**src/rtl/vga_scan_reader.sv**
```systemverilog
`default_nettype none
// ============================================================================
// Module      : vga_scan_reader
// Description : VGA raster timing generator and read-side aligner for the
//               picture memory. Divides the system clock into a pixel strobe,
//               walks the raster, issues read addresses in raster order and
//               delays sync/blank flags so they line up with returned pixels.
// Revision    : 1.0 - initial release
// ============================================================================
module vga_scan_reader #(
  parameter int H_ACTIVE   = 640,
  parameter int H_FP       = 16,
  parameter int H_SYNC     = 96,
  parameter int H_BP       = 48,
  parameter int V_ACTIVE   = 480,
  parameter int V_FP       = 10,
  parameter int V_SYNC     = 2,
  parameter int V_BP       = 33,
  parameter int STB_DIV    = 4,
  parameter int RD_LATENCY = 2
) (
  input  logic        clk,
  input  logic        reset,
  output logic        pix_stb,
  output logic [18:0] r_address,
  input  logic [17:0] rgb,
  input  logic [1:0]  done,
  output logic        vga_hs,
  output logic        vga_vs,
  output logic [3:0]  vga_r,
  output logic [3:0]  vga_g,
  output logic [3:0]  vga_b,
  output logic        frame_start
);

  localparam int H_TOTAL = H_ACTIVE + H_FP + H_SYNC + H_BP;
  localparam int V_TOTAL = V_ACTIVE + V_FP + V_SYNC + V_BP;
  localparam int HW      = $clog2(H_TOTAL + 1);
  localparam int VW      = $clog2(V_TOTAL + 1);
  localparam int DW      = (STB_DIV > 1) ? $clog2(STB_DIV) : 1;

  localparam logic [DW-1:0] DIV_LAST  = DW'(STB_DIV - 1);
  localparam logic [HW-1:0] H_LAST    = HW'(H_TOTAL - 1);
  localparam logic [HW-1:0] H_ACT_END = HW'(H_ACTIVE);
  localparam logic [HW-1:0] HS_START  = HW'(H_ACTIVE + H_FP);
  localparam logic [HW-1:0] HS_END    = HW'(H_ACTIVE + H_FP + H_SYNC);
  localparam logic [VW-1:0] V_LAST    = VW'(V_TOTAL - 1);
  localparam logic [VW-1:0] V_ACT_END = VW'(V_ACTIVE);
  localparam logic [VW-1:0] VS_START  = VW'(V_ACTIVE + V_FP);
  localparam logic [VW-1:0] VS_END    = VW'(V_ACTIVE + V_FP + V_SYNC);

  // Registered state
  logic [DW-1:0]         div_cnt_q, div_cnt_d;
  logic                  pix_stb_q, pix_stb_d;
  logic [HW-1:0]         h_cnt_q, h_cnt_d;
  logic [VW-1:0]         v_cnt_q, v_cnt_d;
  logic [18:0]           r_address_q, r_address_d;
  logic [RD_LATENCY-1:0] act_pipe_q, act_pipe_d;
  logic [RD_LATENCY-1:0] hs_pipe_q, hs_pipe_d;
  logic [RD_LATENCY-1:0] vs_pipe_q, vs_pipe_d;
  logic                  vga_hs_q, vga_hs_d;
  logic                  vga_vs_q, vga_vs_d;
  logic [3:0]            vga_r_q, vga_r_d;
  logic [3:0]            vga_g_q, vga_g_d;
  logic [3:0]            vga_b_q, vga_b_d;
  logic                  display_en_q, display_en_d;
  logic                  frame_start_q, frame_start_d;

  // Combinational helpers
  logic                  w_h_wrap;
  logic                  w_wrap;
  logic [HW-1:0]         w_h_nxt;
  logic [VW-1:0]         w_v_nxt;
  logic                  w_act_nxt;
  logic                  w_hs_nxt;
  logic                  w_vs_nxt;
  logic                  w_col_en;
  logic [RD_LATENCY-1:0] w_act_shift;
  logic [RD_LATENCY-1:0] w_hs_shift;
  logic [RD_LATENCY-1:0] w_vs_shift;
  logic                  w_unused;

  // Status bit 0 and the low colour bits are not used by a 4-bit DAC.
  assign w_unused = ^{done[0], rgb[13:12], rgb[7:6], rgb[1:0]};

  // Next raster position and the flags belonging to it
  always_comb begin
    w_h_wrap  = (h_cnt_q == H_LAST);
    w_wrap    = w_h_wrap && (v_cnt_q == V_LAST);
    w_h_nxt   = w_h_wrap ? '0 : h_cnt_q + HW'(1);
    w_v_nxt   = w_h_wrap ? ((v_cnt_q == V_LAST) ? '0 : v_cnt_q + VW'(1)) : v_cnt_q;
    w_act_nxt = (w_h_nxt < H_ACT_END) && (w_v_nxt < V_ACT_END);
    w_hs_nxt  = !((w_h_nxt >= HS_START) && (w_h_nxt < HS_END));
    w_vs_nxt  = !((w_v_nxt >= VS_START) && (w_v_nxt < VS_END));
    w_col_en  = act_pipe_q[RD_LATENCY-1] && display_en_q;
  end

  // The first delay stage loads alongside the counters, so a depth of
  // RD_LATENCY stages lands flags on the output exactly RD_LATENCY strobes on.
  if (RD_LATENCY == 1) begin : g_pipe_single
    assign w_act_shift = w_act_nxt;
    assign w_hs_shift  = w_hs_nxt;
    assign w_vs_shift  = w_vs_nxt;
  end else begin : g_pipe_multi
    assign w_act_shift = {act_pipe_q[RD_LATENCY-2:0], w_act_nxt};
    assign w_hs_shift  = {hs_pipe_q[RD_LATENCY-2:0], w_hs_nxt};
    assign w_vs_shift  = {vs_pipe_q[RD_LATENCY-2:0], w_vs_nxt};
  end

  // Next-state logic: divider every clock, raster and outputs on the strobe
  always_comb begin
    div_cnt_d     = (div_cnt_q == DIV_LAST) ? '0 : div_cnt_q + DW'(1);
    pix_stb_d     = (div_cnt_d == DIV_LAST);
    h_cnt_d       = h_cnt_q;
    v_cnt_d       = v_cnt_q;
    r_address_d   = r_address_q;
    act_pipe_d    = act_pipe_q;
    hs_pipe_d     = hs_pipe_q;
    vs_pipe_d     = vs_pipe_q;
    vga_hs_d      = vga_hs_q;
    vga_vs_d      = vga_vs_q;
    vga_r_d       = vga_r_q;
    vga_g_d       = vga_g_q;
    vga_b_d       = vga_b_q;
    display_en_d  = display_en_q;
    if (pix_stb_q) begin
      h_cnt_d    = w_h_nxt;
      v_cnt_d    = w_v_nxt;
      if (w_act_nxt) begin
        r_address_d = w_wrap ? '0 : r_address_q + 19'd1;
      end
      act_pipe_d = w_act_shift;
      hs_pipe_d  = w_hs_shift;
      vs_pipe_d  = w_vs_shift;
      vga_hs_d   = hs_pipe_q[RD_LATENCY-1];
      vga_vs_d   = vs_pipe_q[RD_LATENCY-1];
      vga_r_d    = w_col_en ? rgb[17:14] : 4'h0;
      vga_g_d    = w_col_en ? rgb[11:8]  : 4'h0;
      vga_b_d    = w_col_en ? rgb[5:2]   : 4'h0;
      // Image readiness is only sampled at frame boundaries to avoid tearing.
      if (w_wrap) begin
        display_en_d = done[1];
      end
    end
    // Flag the strobe cycle whose edge will carry the counters back to (0,0).
    frame_start_d = pix_stb_d && (h_cnt_d == H_LAST) && (v_cnt_d == V_LAST);
  end

  // State registers with synchronous reset
  always_ff @(posedge clk) begin
    if (reset) begin
      div_cnt_q     <= '0;
      pix_stb_q     <= 1'b0;
      h_cnt_q       <= '0;
      v_cnt_q       <= '0;
      r_address_q   <= '0;
      act_pipe_q    <= '0;
      hs_pipe_q     <= '1;
      vs_pipe_q     <= '1;
      vga_hs_q      <= 1'b1;
      vga_vs_q      <= 1'b1;
      vga_r_q       <= 4'h0;
      vga_g_q       <= 4'h0;
      vga_b_q       <= 4'h0;
      display_en_q  <= 1'b0;
      frame_start_q <= 1'b0;
    end else begin
      div_cnt_q     <= div_cnt_d;
      pix_stb_q     <= pix_stb_d;
      h_cnt_q       <= h_cnt_d;
      v_cnt_q       <= v_cnt_d;
      r_address_q   <= r_address_d;
      act_pipe_q    <= act_pipe_d;
      hs_pipe_q     <= hs_pipe_d;
      vs_pipe_q     <= vs_pipe_d;
      vga_hs_q      <= vga_hs_d;
      vga_vs_q      <= vga_vs_d;
      vga_r_q       <= vga_r_d;
      vga_g_q       <= vga_g_d;
      vga_b_q       <= vga_b_d;
      display_en_q  <= display_en_d;
      frame_start_q <= frame_start_d;
    end
  end

  assign pix_stb     = pix_stb_q;
  assign r_address   = r_address_q;
  assign vga_hs      = vga_hs_q;
  assign vga_vs      = vga_vs_q;
  assign vga_r       = vga_r_q;
  assign vga_g       = vga_g_q;
  assign vga_b       = vga_b_q;
  assign frame_start = frame_start_q;

endmodule
`default_nettype wire
```
**config.mk**
```make
export PLATFORM = sky130hd
export DESIGN_NAME = vga_scan_reader
export DESIGN_NICKNAME = d
export VERILOG_FILES = /design/src/rtl/vga_scan_reader.sv
export SDC_FILE = /design/constraint.sdc
export NUM_CORES = 1
export LEC_CHECK = 0
export BUFFER_PORTS_ARGS = -buffer_cell sky130_fd_sc_hd__buf_2
export CAP_MARGIN = 40
export CELL_PAD_IN_SITES_DETAIL_PLACEMENT = 0
export CELL_PAD_IN_SITES_GLOBAL_PLACEMENT = 1
export CORE_MARGIN = 2
export CORE_UTILIZATION = 37
export DETAILED_ROUTE_END_ITERATION = 8
export PLACE_DENSITY = 0.85
export SKIP_CTS_REPAIR_TIMING = 1
export SLEW_MARGIN = 40
export SYNTH_ARGS = -nofsm -noshare
export SYNTH_HDL_FRONTEND = slang
export SYNTH_SLANG_ARGS = --single-unit
```
**constraint.sdc**
```tcl
create_clock -name clk -period 2.4 [get_ports clk]
set_input_delay 0.24 -clock clk [delete_from_list [all_inputs] [get_ports clk]]
set_output_delay 0.24 -clock clk [all_outputs]
set_load 0.02 [all_outputs]
```
# Word-level counts from Yosys, hierarchy flattened
# Cells that the tools add are included.
[totals]
word_cells = 52
reg_bits = 64
output_inout_bits = 35
input_bits = 22
[classes]
addsub = 4
n_eq_ne = 6
order_cmp = 6
n_reduce_logical = 11
muxes = 10
[op_table]
columns = ["op", "n"]
rows = [
  ["$mux 10", 5],
  ["$eq 10x10->1 const B", 4],
  ["$add 10x1->10 const B", 2],
  ["$lt 10x10->1 const B", 2],
  ["$lt 10x9->1 const B", 2],
  ["$add 19x1->19 const B", 1],
  ["$mux 19", 1],
  ["$mux 4", 3],
  ["$ge 10x10->1 const B", 1],
  ["$ge 10x9->1 const B", 1],
  ["$logic_and 1x1->1", 7],
  ["$eq 2x2->1 const B", 2],
  ["$reduce_and 2->1", 2],
  ["$add 2x1->2 const B", 1],
  ["$logic_not 1->1", 2],
  ["$mux 2", 1],
]

# Depth between registers and ports, before layout
[depth]
word_depth = 6
depth_mapped = 11
mapped_depth_nobuf = 9

# Least setup slack after synthesis
# Ideal clock, no wire load.
[synth_timing]
path_kind = "reg2reg"
start = "register h_cnt_q[0]"
end = "register r_address_q[6], in the netlist r_address[6]"
slack_ns = -0.202
period_less_slack_ns = 2.602
n_path_buf = 1
stages_incl_launch_ff = 10
setup_time_ns = 0.132
t_required_ns = 2.268
arrival_ns = 2.470
cell_sequence = "dfxtp_1 -> ha_1 -> and4_4 -> nand4_4 -> or4_1 -> a221o_1 -> or2_1 -> nand3_1 -> buf_2 -> o32ai_1"
[synth_via]
elab_chain_cells = 5
word_cells_on_any_way = 10
classes_between = "1 x add/sub; 2 x order compare; 1 x eq/ne; 3 x mux; 3 x reduce/logical"
[synth_rtl]
columns = ["item", "line", "rtl"]
rows = [
  ["start: declaration", "55", "logic [HW-1:0] h_cnt_q, h_cnt_d;"],
  ["start signal: assignment", "170", "h_cnt_q <= h_cnt_d;"],
  ["$add 10x1->10 or $eq 10x10->1 (tied branches)", "90, 88", ""],
  ["$mux 10, on equally long branches", "90, 91", ""],
  ["$lt 10x10->1 or $lt 10x9->1 (tied branches)", "92", "w_act_nxt = (w_h_nxt < H_ACT_END) && (w_v_nxt < V_ACT_END);"],
  ["$logic_and 1x1->1", "92", ""],
  ["$reduce_and 2->1 (no line)", "n/a", ""],
  ["end signal: assignment", "172", "r_address_q <= r_address_d;"],
  ["end: declaration", "57", "logic [18:0] r_address_q, r_address_d;"],
]
# Several ways; a longest one is shown, not always the timed one.
# A chain may end at the register's enable or synchronous reset.

# Worst setup path in the final report
[layout_timing]
start = "register h_cnt_q[1]"
end = "register r_address_q[12], in the netlist r_address[12]"
# Same word-level chain as after synthesis.

==> impl_metrics.csv <==
group,metric,value,unit
outcome,status,"finished, violations left",
outcome,failed_checks,"negative setup slack",
final_layout,drive_above_1_share,30.58,%
synthesis,async_reset_ff_share,0,%
synthesis,synth_area_leaders,"dfxtp_1, a21oi_1, nor2_1, nand2_1, nand3_1",
critical_path,worstSetupPathType,"reg -> reg",
final_layout,syn_to_final_growth,33.40,%
cts,cts_sinks,64,
timing,finalClockSkew,0.009496,ns
synthesis,yosysMostFrequentCell,"dfxtp_1",
critical_path,crit_path_start_kind,"flip-flop",
cts,h-tree-depth,3,
final_layout,multi_input_area,0.002111,mm2
global_routing,grt-ovfl-total,0,
die,fp.dieH,99.52,um
synthesis,synthFlopType,"dfxtp_1",
global_routing,grt_max_degree,39,
critical_path,cp-end-kind,"flip-flop",
synthesis,yosys_warnings,0,
power_and_ir_drop,leakage,1.814,nW
route,wirelength,9537,um
power_and_ir_drop,power,2.158,mW
synthesis,synth_edf_count,0,
route,dr.pass1.iters,6,
synthesis,synthTopCellsByCount,"dfxtp_1, nor2_1, a21oi_1",
cts,cts_tree,"yes",
die,die_x,99.52,um
global_routing,track_usage,18.54,%
placement,placed_cells,605,
cts,clockBufferDepth,2,
critical_path,worstPathArrival,2.81,ns
die,core-area,0.008763,mm2
final_layout,stdcell_count,628,
critical_path,worstPathMaxFanout,5,
synthesis,netlist_area,0.003376,mm2
placement,dp_hpwl,6263,um
final_layout,seqCellArea,0.001286,mm2
route,wl_per_cell,15.19,um
timing,fmax,394.4,MHz
synthesis,seq_area_frac_synth,37.95,%
cts,cts_root_buf,"clkbuf_8",
die,core.rowCount,34,
synthesis,postSynthAreaPerCell,8.134,um2
route,vias,3433,
timing,max_slew.worst_pin.slew,0.4309,ns
die,ios,57,
global_routing,grt_pass1_vias,3134,
global_routing,grt_pass1_wl,14860,um
global_routing,antenna_found_initial,0,
synthesis,syn_inst,415,
final_layout,final_util,51.38,%
synthesis,synth_top_area_share,37.95,%
job,cap_violations,0,
die,initial_utilization,38.52,%
route,initialDrtViolationCount,269,
route,drtAntennaViolNets,0,
timing,setup_ws,-0.1358,ns
placement,gp_congestion,0.8659,
timing,setup-violations-final,17,
timing,fin_crit,2.536,ns
synthesis,syn-num-nets,443,
timing,rsz0062_at_grt,"true",
final_layout,final_nets,544,
cts,clk_latency,0.34,ns
power_and_ir_drop,vdd_drop_max,0.3231,mV
final_layout,antenna_cells,0,
route,drc,0,
route,routed_via_density,5.467,
synthesis,ys_seq_elements,64,
worst_hold_path,min_path_type,"in -> reg",
cts,clkTransAtPathRegs,0.08,ns
timing,finalCritPeriodShare,105.7,%
die,floorplan.die_area,0.009903,mm2
placement,port_buffers,49,
synthesis,yosys.area.top_type,"dfxtp_1",
timing,slew_viol_final,0,
critical_path,worstPathRequired,2.67,ns
synthesis,ys_types,62,
power_and_ir_drop,powerDensity,479.2,mW/mm2
timing,hold_viol,0,
timing,relSlewSlack,71.20,%
final_layout,n_fill_cell,826,
timing,tns,-0.7742,ns
cts,cts_buffers,9,
[logic make-up (layout without fill, tap and decap cells)]
logic type / count (synthesis) / after routing / synth area share (%)
and+or+nand+nor: 191 / 191 / 30.54
AOI/OAI and AO/OA: 98 / 101 / 18.79
DFF: 64 / 64 / 37.95
buffers and inverters: 33 / 135 / 4.188
xor gates and xnor gates: 14 / 14 / 3.632
muxes: 9 / 9 / 2.669
adders and majority gates: 6 / 6 / 2.224
[critical path, cell delays in order, from the launching register on]
cell      delay (ns)
dfxtp_2         0.36
ha_4            0.13
and4_4          0.23
nand4_4         0.14
o311ai_2        0.36
a221o_2         0.29
buf_4           0.16
o211ai_4        0.11
or4_1           0.52
a21oi_1         0.16
[worst paths after layout]
kind                             startpoint                    endpoint  slack, ns  depth (start not counted)
setup / recovery      h_cnt_q[1]$_SDFF_PP0_  r_address[12]$_SDFFE_PP0P_      -0.14                          9
hold reg to reg   display_en_q$_SDFFE_PP0P_   display_en_q$_SDFFE_PP0P_       0.45                          2
setup reg to reg      h_cnt_q[1]$_SDFF_PP0_  r_address[12]$_SDFFE_PP0P_      -0.14                          9
hold / removal                       rgb[5]       vga_b[3]$_SDFFE_PP0P_       0.12                          3
[registers in the layout, summed over array words and instances (netlist names)]
| name | count |
|---|---|
| act_pipe_q | 2 |
| display_en_q | 1 |
| div_cnt_q | 2 |
| frame_start | 1 |
| h_cnt_q | 10 |
| hs_pipe_q | 2 |
| pix_stb | 1 |
| r_address | 19 |
| v_cnt_q | 10 |
| vga_b | 4 |
| vga_g | 4 |
| vga_hs | 1 |
| vga_r | 4 |
| vga_vs | 1 |
| vs_pipe_q | 2 |
[metal layers]
layer  global-route usage, %  share of wire [%]  vias to the layer above
li1                        -                  -                     1703
met1                   25.16                 45                     1598
met2                   28.01                 47                      115
met3                   4.638                5.9                       17
met4                   8.008                1.7                        0
met5                       0                  0                        -
[cell usage in the layout (no fill, tap or decap), types with 8 or more instances in the layout]
cell type / n
nor2_1: 45
buf_2: 49
nor3_1: 8
nand3_1: 19
nand4_1: 8
a21oi_1: 41
o21ai_1: 9
dfxtp_1: 62
nor2b_1: 16
nand2_1: 37
mux2i_1: 8
and3_1: 9
buf_4: 62
clkbuf_8: 9
[per-stage QoR]
step	hold WS (ns)	setup slack (ns)	cell area [um2]
floorplan	0.3233	0.05322	3408
global placement	0.4356	-0.1443	4114
detailed placement	0.4458	-0.1803	4114
CTS	0.1197	-0.2145	4310
global route	0.1160	-0.1957	4503
finish	0.1227	-0.1358	4503
[layout make-up]
cell class | instances | area share, %
Multi-Input combinational cell | 321 | 46.87
Sequential cell | 64 | 28.56
Clock buffer | 12 | 3.473
Tap cell | 108 | 3.001
Timing Repair Buffer | 115 | 16.78
Clock inverter | 3 | 0.8891
Inverter | 5 | 0.4168
[power breakdown]
| group | leakage [nW] | internal, mW | switching, mW |
|---|---|---|---|
| clock | 0.101 | 0.535 | 0.426 |
| combinational | 1.20 | 0.0476 | 0.0705 |
| sequential | 0.518 | 1.07 | 0.00876 |
| total | 1.81 | 1.65 | 0.505 |
Power figures use the tool's default switching activity.
